**config.mk**
```make
export PLATFORM = sky130hd
export DESIGN_NAME = load_store_unit
export DESIGN_NICKNAME = d
export VERILOG_FILES = /design/src/rtl/mem_pkg.sv /design/src/rtl/lsu_extend.sv /design/src/rtl/load_store_unit.sv
export SDC_FILE = /design/constraint.sdc
export NUM_CORES = 1
export LEC_CHECK = 0
export ABC_CLOCK_PERIOD_IN_PS = 8400
export BUFFER_PORTS_ARGS = -buffer_cell sky130_fd_sc_hd__buf_2
export CAP_MARGIN = 20
export CELL_PAD_IN_SITES_DETAIL_PLACEMENT = 1
export CELL_PAD_IN_SITES_GLOBAL_PLACEMENT = 2
export CORE_ASPECT_RATIO = 1.75
export CORE_MARGIN = 3
export CORE_UTILIZATION = 33
export DETAILED_ROUTE_END_ITERATION = 10
export PLACE_DENSITY = 0.89
export SLEW_MARGIN = 20
export SYNTH_ARGS = -nofsm -noshare
export SYNTH_HDL_FRONTEND = slang
export SYNTH_SLANG_ARGS = --single-unit
```
**constraint.sdc**
```tcl
create_clock -name clk -period 8.4 [get_ports clk]
set_input_delay 1.26 -clock clk [delete_from_list [all_inputs] [get_ports clk]]
set_output_delay 1.26 -clock clk [all_outputs]
set_load 0.05 [all_outputs]
```
**src/rtl/mem_pkg.sv**
```systemverilog
// Shared memory-access definitions used by the load/store unit and the data memory.
package mem_pkg;

    // Access width; encoding 2'b11 is unused and rejected by the load/store unit.
    typedef enum logic [1:0] {
        RW_B    = 2'b00,
        RW_HALF = 2'b01,
        RW_WORD = 2'b10
    } rw_type;

    // Number of bytes touched by an access of the given width (unused encoding treated as a word).
    function automatic logic [2:0] rw_size(input logic [1:0] t);
        case (t)
            2'b00:   rw_size = 3'd1;
            2'b01:   rw_size = 3'd2;
            default: rw_size = 3'd4;
        endcase
    endfunction

endpackage

```
**src/rtl/lsu_extend.sv**
```systemverilog
// Zero/sign extension of load data assembled from individual byte reads.
module lsu_extend
    import mem_pkg::*;
(
    input  logic [31:0] raw_data,
    input  rw_type      acc_type,
    input  logic        sign_ext,
    output logic [31:0] ext_data
);

    // Fill the bits above the access width with zero or with the access's top bit.
    always_comb begin
        ext_data = raw_data;
        case (acc_type)
            RW_B:    ext_data = {{24{sign_ext & raw_data[7]}}, raw_data[7:0]};
            RW_HALF: ext_data = {{16{sign_ext & raw_data[15]}}, raw_data[15:0]};
            default: ext_data = raw_data;
        endcase
    end

endmodule

```
**src/rtl/load_store_unit.sv**
```systemverilog
// Load/store unit: one request at a time, aligned accesses in a single memory
// cycle, misaligned half/word accesses split into consecutive byte accesses.
module load_store_unit
    import mem_pkg::*;
#(
    parameter logic [31:0] MEM_SIZE = 32'h20000
) (
    input  logic        clk,
    input  logic        rst_n,
    input  logic        req_valid,
    output logic        req_ready,
    input  logic        req_write,
    input  rw_type      req_type,
    input  logic        req_sign_ext,
    input  logic [31:0] req_addr,
    input  logic [31:0] req_wdata,
    output logic        rsp_valid,
    output logic [31:0] rsp_rdata,
    output logic        rsp_err,
    output logic        mem_write_en,
    output rw_type      mem_type,
    output logic [31:0] mem_addr,
    output logic [31:0] mem_din,
    output logic        mem_sign_ext,
    input  logic [31:0] mem_dout
);

    typedef enum logic [1:0] {
        IDLE   = 2'b00,
        ACCESS = 2'b01,
        SPLIT  = 2'b10,
        RESP   = 2'b11
    } state_t;

    state_t      state_q, state_d;
    logic [1:0]  cnt_q, cnt_d;
    logic        write_q, write_d;
    rw_type      type_q, type_d;
    logic        sign_ext_q, sign_ext_d;
    logic [31:0] addr_q, addr_d;
    logic [31:0] wdata_q, wdata_d;
    logic [31:0] rsp_rdata_q, rsp_rdata_d;
    logic        rsp_err_q, rsp_err_d;

    // Request classification, done on the live request while idle.
    logic [1:0]  req_type_bits;
    logic [2:0]  req_size;
    logic [32:0] req_end;
    logic        req_bad;
    logic        req_misaligned;

    assign req_type_bits  = req_type;
    assign req_size       = rw_size(req_type_bits);
    // 33-bit end address so that a wrap past 2^32 is seen as out of range.
    assign req_end        = {1'b0, req_addr} + {30'd0, req_size} - 33'd1;
    assign req_bad        = (req_type_bits == 2'b11) || (req_end >= {1'b0, MEM_SIZE});
    assign req_misaligned = ((req_type == RW_HALF) && req_addr[0]) ||
                            ((req_type == RW_WORD) && (req_addr[1:0] != 2'b00));

    // Last byte of a split access: byte 1 for a half, byte 3 for a word.
    logic        split_last;
    logic [31:0] split_data;
    logic [31:0] ext_data;

    assign split_last = (type_q == RW_HALF) ? (cnt_q == 2'd1) : (cnt_q == 2'd3);

    // Merge the byte returned this cycle into its lane of the partial load result.
    always_comb begin
        split_data = rsp_rdata_q;
        split_data[{cnt_q, 3'b000} +: 8] = mem_dout[7:0];
    end

    lsu_extend u_extend (
        .raw_data (split_data),
        .acc_type (type_q),
        .sign_ext (sign_ext_q),
        .ext_data (ext_data)
    );

    // Memory-side drive decoded purely from registered state, idle values elsewhere.
    always_comb begin
        mem_write_en = 1'b0;
        mem_type     = RW_WORD;
        mem_addr     = 32'd0;
        mem_din      = 32'd0;
        mem_sign_ext = 1'b0;
        case (state_q)
            ACCESS: begin
                mem_write_en = write_q;
                mem_type     = type_q;
                mem_addr     = addr_q;
                mem_din      = wdata_q;
                mem_sign_ext = sign_ext_q;
            end
            SPLIT: begin
                mem_write_en = write_q;
                mem_type     = RW_B;
                mem_addr     = addr_q + {30'd0, cnt_q};
                mem_din      = {24'd0, wdata_q[{cnt_q, 3'b000} +: 8]};
            end
            default: ;
        endcase
    end

    // Next-state and register-update logic for the access sequencer.
    always_comb begin
        state_d     = state_q;
        cnt_d       = cnt_q;
        write_d     = write_q;
        type_d      = type_q;
        sign_ext_d  = sign_ext_q;
        addr_d      = addr_q;
        wdata_d     = wdata_q;
        rsp_rdata_d = rsp_rdata_q;
        rsp_err_d   = rsp_err_q;
        req_ready   = 1'b0;
        case (state_q)
            IDLE: begin
                req_ready = 1'b1;
                if (req_valid) begin
                    write_d     = req_write;
                    type_d      = req_type;
                    sign_ext_d  = req_sign_ext;
                    addr_d      = req_addr;
                    wdata_d     = req_wdata;
                    cnt_d       = 2'd0;
                    rsp_rdata_d = 32'd0;
                    rsp_err_d   = 1'b0;
                    if (req_bad) begin
                        rsp_err_d = 1'b1;
                        state_d   = RESP;
                    end else if (req_misaligned) begin
                        state_d = SPLIT;
                    end else begin
                        state_d = ACCESS;
                    end
                end
            end
            ACCESS: begin
                if (!write_q) begin
                    rsp_rdata_d = mem_dout;
                end
                state_d = RESP;
            end
            SPLIT: begin
                if (!write_q) begin
                    rsp_rdata_d = split_last ? ext_data : split_data;
                end
                if (split_last) begin
                    state_d = RESP;
                end else begin
                    cnt_d = cnt_q + 2'd1;
                end
            end
            RESP: begin
                rsp_rdata_d = 32'd0;
                rsp_err_d   = 1'b0;
                state_d     = IDLE;
            end
            default: state_d = IDLE;
        endcase
    end

    // State and captured-request registers.
    always_ff @(posedge clk or negedge rst_n) begin
        if (!rst_n) begin
            state_q     <= IDLE;
            cnt_q       <= 2'd0;
            write_q     <= 1'b0;
            type_q      <= RW_B;
            sign_ext_q  <= 1'b0;
            addr_q      <= 32'd0;
            wdata_q     <= 32'd0;
            rsp_rdata_q <= 32'd0;
            rsp_err_q   <= 1'b0;
        end else begin
            state_q     <= state_d;
            cnt_q       <= cnt_d;
            write_q     <= write_d;
            type_q      <= type_d;
            sign_ext_q  <= sign_ext_d;
            addr_q      <= addr_d;
            wdata_q     <= wdata_d;
            rsp_rdata_q <= rsp_rdata_d;
            rsp_err_q   <= rsp_err_d;
        end
    end

    assign rsp_valid = (state_q == RESP);
    assign rsp_rdata = rsp_rdata_q;
    assign rsp_err   = rsp_err_q;

endmodule

```
==> results of run 1 <==
[cell families after synthesis]
family / count (synthesis)
flops: 105
mux: 46
buf+inv: 104
simple gates: 324
compound gates: 302
fa+ha+maj: 48
xor+xnor: 17
[state kept, by name, indices dropped and copies added, names as in the netlist]
signal / flops
addr_q: 32
rsp_rdata: 32
cnt_q: 2
rsp_err: 1
type_q: 2
state_q: 2
write_q: 1
wdata_q: 32
sign_ext_q: 1
[per-stage QoR]
stage                     setup slack, ns   util
final                                2.94  0.404
after global routing                 2.53  0.404
after CTS                            2.88  0.404
after detailed placement             3.27  0.392
after global placement               3.38  0.392
after floorplan                      3.72      -
[routing by layer]
metal,wire (um),GRT usage,vias up
met5,0,0,-
met4,714,0.0739,0
met3,935,0.0195,35
met2,15600,0.421,151
met1,10600,0.240,3828
li1,-,-,3705
[synth_stat cells (17+ instances only)]
library cell,n
nor2b_1,29
inv_1,54
dfrtp_1,105
a22o_1,21
clkbuf_1,41
nor2_1,39
nand2_1,153
a21oi_1,89
mux2_2,35
and3_1,35
ha_1,46
nand3_1,17
o21ai_0,119
[worst reg2reg max path, cell delays in order, from the launching register on]
cell     delay (ns)
dfrtp_1        0.43
inv_1          0.13
ha_1           0.77
o21ai_0        0.27
nand2_1        0.78
inv_1          0.20
nand2_1        0.71
nor2_1         0.33
a22o_1         0.27
[worst paths after layout]
path	slack [ns]	cells after the start	endpoint	start
setup / recovery	2.94	12	mem_addr[31]	cnt_q[0]
hold / removal	0.50	2	rsp_rdata[23]	rsp_rdata[23]
setup reg to reg	4.42	8	rsp_rdata[6]	state_q[0]
hold reg to reg	0.50	2	rsp_rdata[23]	rsp_rdata[23]
max in group asynchronous	6.27	2	addr_q[24]	rst_n
min in group asynchronous	0.95	1	wdata_q[22]	rst_n
[cell type report]
| class | instances | share of cell area |
|---|---|---|
| antenna | 1 | 0.000270 |
| clock inverter | 4 | 0.00324 |
| timing repair buffer | 210 | 0.115 |
| tap | 300 | 0.0405 |
| inverter | 55 | 0.0223 |
| multi-input combinational | 737 | 0.510 |
| clock buffer | 10 | 0.0247 |
| sequential | 105 | 0.284 |
[where the power goes]
group,leakage (nW),internal [mW],switching (mW),total [mW]
registers,1.33,0.728,0.256,0.983
logic,3.06,0.648,1.57,2.22
clock network,0.125,0.199,0.191,0.391
==> run metrics, run 1 <==
status=finished, final reports clean; actual slew at the worst max-slew pin=1.12 ns; clk sinks=105; crit path kind=reg -> out; Die X=122 um; Mapped Cells=946; commonest non-fill, non-tap cell in the layout=buf_2; nets=1269; WL per Instance=19.6 um; post-CTS resize count=0; CP cell instances=ha_1, a21oi_1, nor4b_1, nand4_1, or2_1, nor2_1, nand3_1, nor2_1, nand3_1, xor2_1, o21ai_1, buf_2; biggest area consumer among synthesized cells=dfrtp_1; clk_lat worst skew=0.35 ns; Multi-input gate area=0.00473 mm^2; XOR/XNOR Fraction of Synth Area=0.0192; Fin. Hold Viols=0; maximum clock rate=183 MHz; RSZ-0062 raised after global routing=no; placed cell area=0.00899 mm^2; Core Rows=73; # port buffers=205; main combinational cell family by area after synthesis=compound AO/OA/AOI/OAI gates; Main synth FF type=dfrtp_1; Worst Hold Class=reg -> reg; Layout Area Growth over Synthesis=19.6%; WL final=27900 um; Synth Area in Simple Gates=0.200; boundary pin count=206; Max Cap Viol=0; final std cells w/o fill=1422; 1st-iter DRT viols=389; GRT overflow=0; core box area=0.0229 mm^2; Avg Synthesized Cell Area=8.19 um^2; Mapped Nets=1097; fill count=2828; Tmin final=5.46 ns; Starting Density=0.338; multiplexer share of the synthesized area=0.0780; CP Max Fanout=19; DR DRC count=0; commonest cells after routing, fill and taps aside=buf_2, nand2_1, o21ai_0; Final Power=3.60 mW; Post CTS Setup Buffer Count=0; fraction of layout instances using a drive strength above 1=0.251; Final Skew=0.00579 ns; Vias/cell=5.43; crit-path max cell delay=0.92 ns; crit path launch type=flip-flop; Root Buffer=clkbuf_16; WP buf/inv=1; Longest Clk Path Bufs=2; initial antenna violation count=1; Worst IR Drop VDD=0.000291 V; register area share after synthesis=0.339; Inst Count DP=1407; Crit. End Element=output port; drt pass-1 iters=4; Die ar.=0.0254 mm^2; asr flop ratio synth=1.00; Worst Path Required=7.14 ns; WP data arrival=4.20 ns; #FFs+latches synth=105; number of global-route vias before repair=8092; Fin Setup TNS=0 ns; leakage=4.51 nW; vias=7719; CTS tree=yes; Num CTS Buffers=9; # setup viols final=0; Synth Area in Compound Gates=0.230; Die Height=209 um; Yosys top cell area share=0.339; CTS H-tree lvls=3; largest net degree at the start of global routing=104; Synth Warn #=0; fin crit share=0.650; clock slew at reported path FFs=0.07 ns; Mapped Area=0.00775 mm^2; FF+latch area=0.00263 mm^2; Max Transition Viols Final=0; post-route ant nets=0; dpl hpwl=21900 um; Global Route Usage Sum=0.216; synthesized-area fraction occupied by adder cells=0.0794; Hold Buf Count CTS=0; Netlist cell types=68; worst hold slack=0.501 ns; top area cells in the synthesized netlist=dfrtp_1, o21ai_0, ha_1, nand2_1, a21oi_1; Crit-path slowest cell=dfrtp_1; EDFF count, synth=0; first-pass GRT wire length=43600 um; Power Density=388 mW/mm^2; Placer Congestion=0.902; Final Instance Area=0.00927 mm^2; top cell family by delay on the critical path=simple AND/OR/NAND/NOR gates; slew margin rel.=0.249
Power figures use the tool's default switching activity.
==> run 2: changes to the inputs <==
ABC_AREA = 1   (was unset)
ABC_CLOCK_PERIOD_IN_PS = 4400   (was 8400)
CORE_UTILIZATION = 26   (was 33)
PLACE_DENSITY = 0.8   (was 0.89)
clock period = 4.4 ns   (was 8.4 ns; I/O delays follow)
==> run metrics, run 2 <==
drt pass-1 iters=4 (unchanged); crit path launch type=flip-flop; dpl hpwl=29900 um (+37%); Sw Share=0.581 (+0.0193); WL per Instance=17.8 um (-9.1%); Starting Density=0.265 (-0.0735); EDFF count, synth=0 (unchanged); Yosys top cell area share=0.300 (-0.0393); top area cells in the synthesized netlist=dfrtp_1, nand2_1, inv_1, o21ai_0, ha_1; Mapped Cells=1383 (+46%); Fin Setup TNS=0 ns (unchanged); FF+latch area=0.00263 mm^2 (unchanged); maximum clock rate=266 MHz; CTS tree=yes; Hold Buf Count CTS=0 (unchanged); DR DRC count=0 (unchanged); #FFs+latches synth=105 (unchanged); GRT overflow=0 (unchanged); final std cells w/o fill=2025 (+42%); Mapped Area=0.00877 mm^2 (+13%); Multi-input gate area=0.00509 mm^2 (+7.6%); fill count=4348 (+54%); Post CTS Setup Buffer Count=0 (unchanged); status=finished, final reports clean; CP Max Fanout=4 (-15); Main synth FF type=dfrtp_1; asr flop ratio synth=1.00 (unchanged); number of global-route vias before repair=10400 (+28%); Worst IR Drop VDD=0.000256 V (-12%); post-CTS resize count=0 (unchanged); clk sinks=105 (unchanged); slew margin rel.=0.335 (+0.0862); Tmin final=3.76 ns; Final Power=7.08 mW (+97%); Vias/cell=4.81 (-11%); Inst Count DP=2008 (+43%); commonest cells after routing, fill and taps aside=nand2_1, inv_1, buf_2; Fin. Hold Viols=0 (unchanged); commonest non-fill, non-tap cell in the layout=nand2_1; Die X=145 um (+19%); Global Route Usage Sum=0.198 (-0.0182); placed cell area=0.0103 mm^2 (+15%); cell internal pwr=2.96 mW (+88%); Core Rows=88 (+21%); largest net degree at the start of global routing=70 (-33%); # setup viols final=0 (unchanged); biggest area consumer among synthesized cells=dfrtp_1; clk_lat worst skew=0.38 ns (+0.03 ns); Power Density=663 mW/mm^2 (+71%); 1st-iter DRT viols=328 (-16%); Worst Path Required=3.74 ns (-3.40 ns); leakage=5.73 nW (+27%); # port buffers=205 (unchanged); crit path kind=reg -> out; register area share after synthesis=0.300 (-0.0393); clock slew at reported path FFs=0.08 ns (about the same); Flop pwr share=0.255 (-0.018); Root Buffer=clkbuf_16; Layout Area Growth over Synthesis=21.7%; nets=1720 (+36%); Final Instance Area=0.0107 mm^2 (+15%); Avg Synthesized Cell Area=6.34 um^2 (-23%); Netlist cell types=46 (-32%); Final Skew=0.0136 ns (+0.00782 ns); Crit. End Element=output port; WL final=36100 um (+29%); Max Cap Viol=0 (unchanged); WP data arrival=3.10 ns (-1.10 ns); Max Transition Viols Final=0 (unchanged); Net Sw Power=4.12 mW (+100%); Die ar.=0.0360 mm^2 (+42%); CTS H-tree lvls=3 (unchanged); Clk network pwr share=0.127 (+0.018); boundary pin count=206 (unchanged); post-route ant nets=0 (unchanged); count leader, synth=nand2_1; top cells by count, synth=nand2_1, inv_1, o21ai_0; actual slew at the worst max-slew pin=0.992 ns (-0.127 ns); Worst Hold Class=in -> async; Synth Warn #=0 (unchanged); Mapped Nets=1534 (+40%); Longest Clk Path Bufs=2 (unchanged); fraction of layout instances using a drive strength above 1=0.166 (-0.0842); core box area=0.0331 mm^2 (+45%); Placer Congestion=0.853 (-5.4%); vias=9735 (+26%); Comb power frac=0.617 (about the same); Die Height=249 um (+19%); initial antenna violation count=1 (unchanged); first-pass GRT wire length=55400 um (+27%); RSZ-0062 raised after global routing=no; Num CTS Buffers=9 (unchanged); fin crit share=0.855
==> run 2: layer usage <==
layer  GRT usage  up-vias  routed length, um  part of all wire
li1            -     4815                  -                 -
met1       0.192     4641              12700              0.35
met2       0.395      208              20600              0.57
met3      0.0188       71                987             0.027
met4      0.0995        0               1850             0.051
met5           0        -                  0                 0
==> run 2: logic make-up (layout without fill, tap and decap cells) <==
| group | Yosys count | count (layout) | synth area share |
|---|---|---|---|
| xor+xnor | 2 | 2 | 0.00200 |
| flops | 105 | 105 | 0.300 |
| simple gates | 645 | 645 | 0.310 |
| buf+inv | 271 | 462 | 0.120 |
| fa+ha+maj | 48 | 48 | 0.0702 |
| other cells | 0 | 1 | 0 |
| compound gates | 312 | 312 | 0.198 |
==> run 2: power by group through the flow <==
stage          combinational (mW)  clock, mW  sequential (mW)
2_1_floorplan                2.69          0             2.16
3_3_place_gp                 4.34          0             1.81
3_5_place_dp                 4.40          0             1.83
4_1_cts                      4.42      0.921             1.81
5_1_grt                      4.78      0.948             1.88
6_report                     4.37      0.901             1.81
==> run 2: worst max-delay path, stage by stage (launching register included) <==
cell and delay [ns]:
dfrtp_1 0.38, ha_1 0.20, fa_1 0.24, nand4_2 0.16, nor2_4 0.16, nand2_2 0.07, nor3_1 0.38, nand2_1 0.12
nor3_2 0.21, nand2_1 0.10, xor2_1 0.15, o31ai_1 0.37, buf_12 0.20
==> run 2: metrics by stage <==
stage	worst slack [ns]	hold slack, ns	utilization
2_1_floorplan	0.801	0.364	-
3_3_place_gp	1.02	0.481	0.312
3_5_place_dp	0.914	0.490	0.312
4_1_cts	0.544	0.367	0.322
5_1_grt	0.424	0.398	0.322
6_report	0.637	0.340	0.322
==> run 2: worst paths after layout <==
kind                                  to  cells after the start         start  slack [ns]
min in group clk              wdata_q[7]                      3  req_wdata[7]        0.49
max in group asynchronous  rsp_rdata[10]                      2         rst_n        3.09
hold reg to reg               wdata_q[4]                      2    wdata_q[4]        0.51
setup reg to reg           rsp_rdata[31]                      9    state_q[1]        0.96
hold / removal               wdata_q[22]                      1         rst_n        0.34
setup / recovery            mem_addr[28]                     12     addr_q[0]        0.64
==> run 2: cell type report <==
type,count,share of cell area
multi-input cells,1007,0.477
flip-flops and latches,105,0.246
repair buffers,218,0.114
inverters,228,0.0802
well taps,450,0.0528
clock buffers,11,0.0237
clock inverters,5,0.00633
diodes,1,0.000234
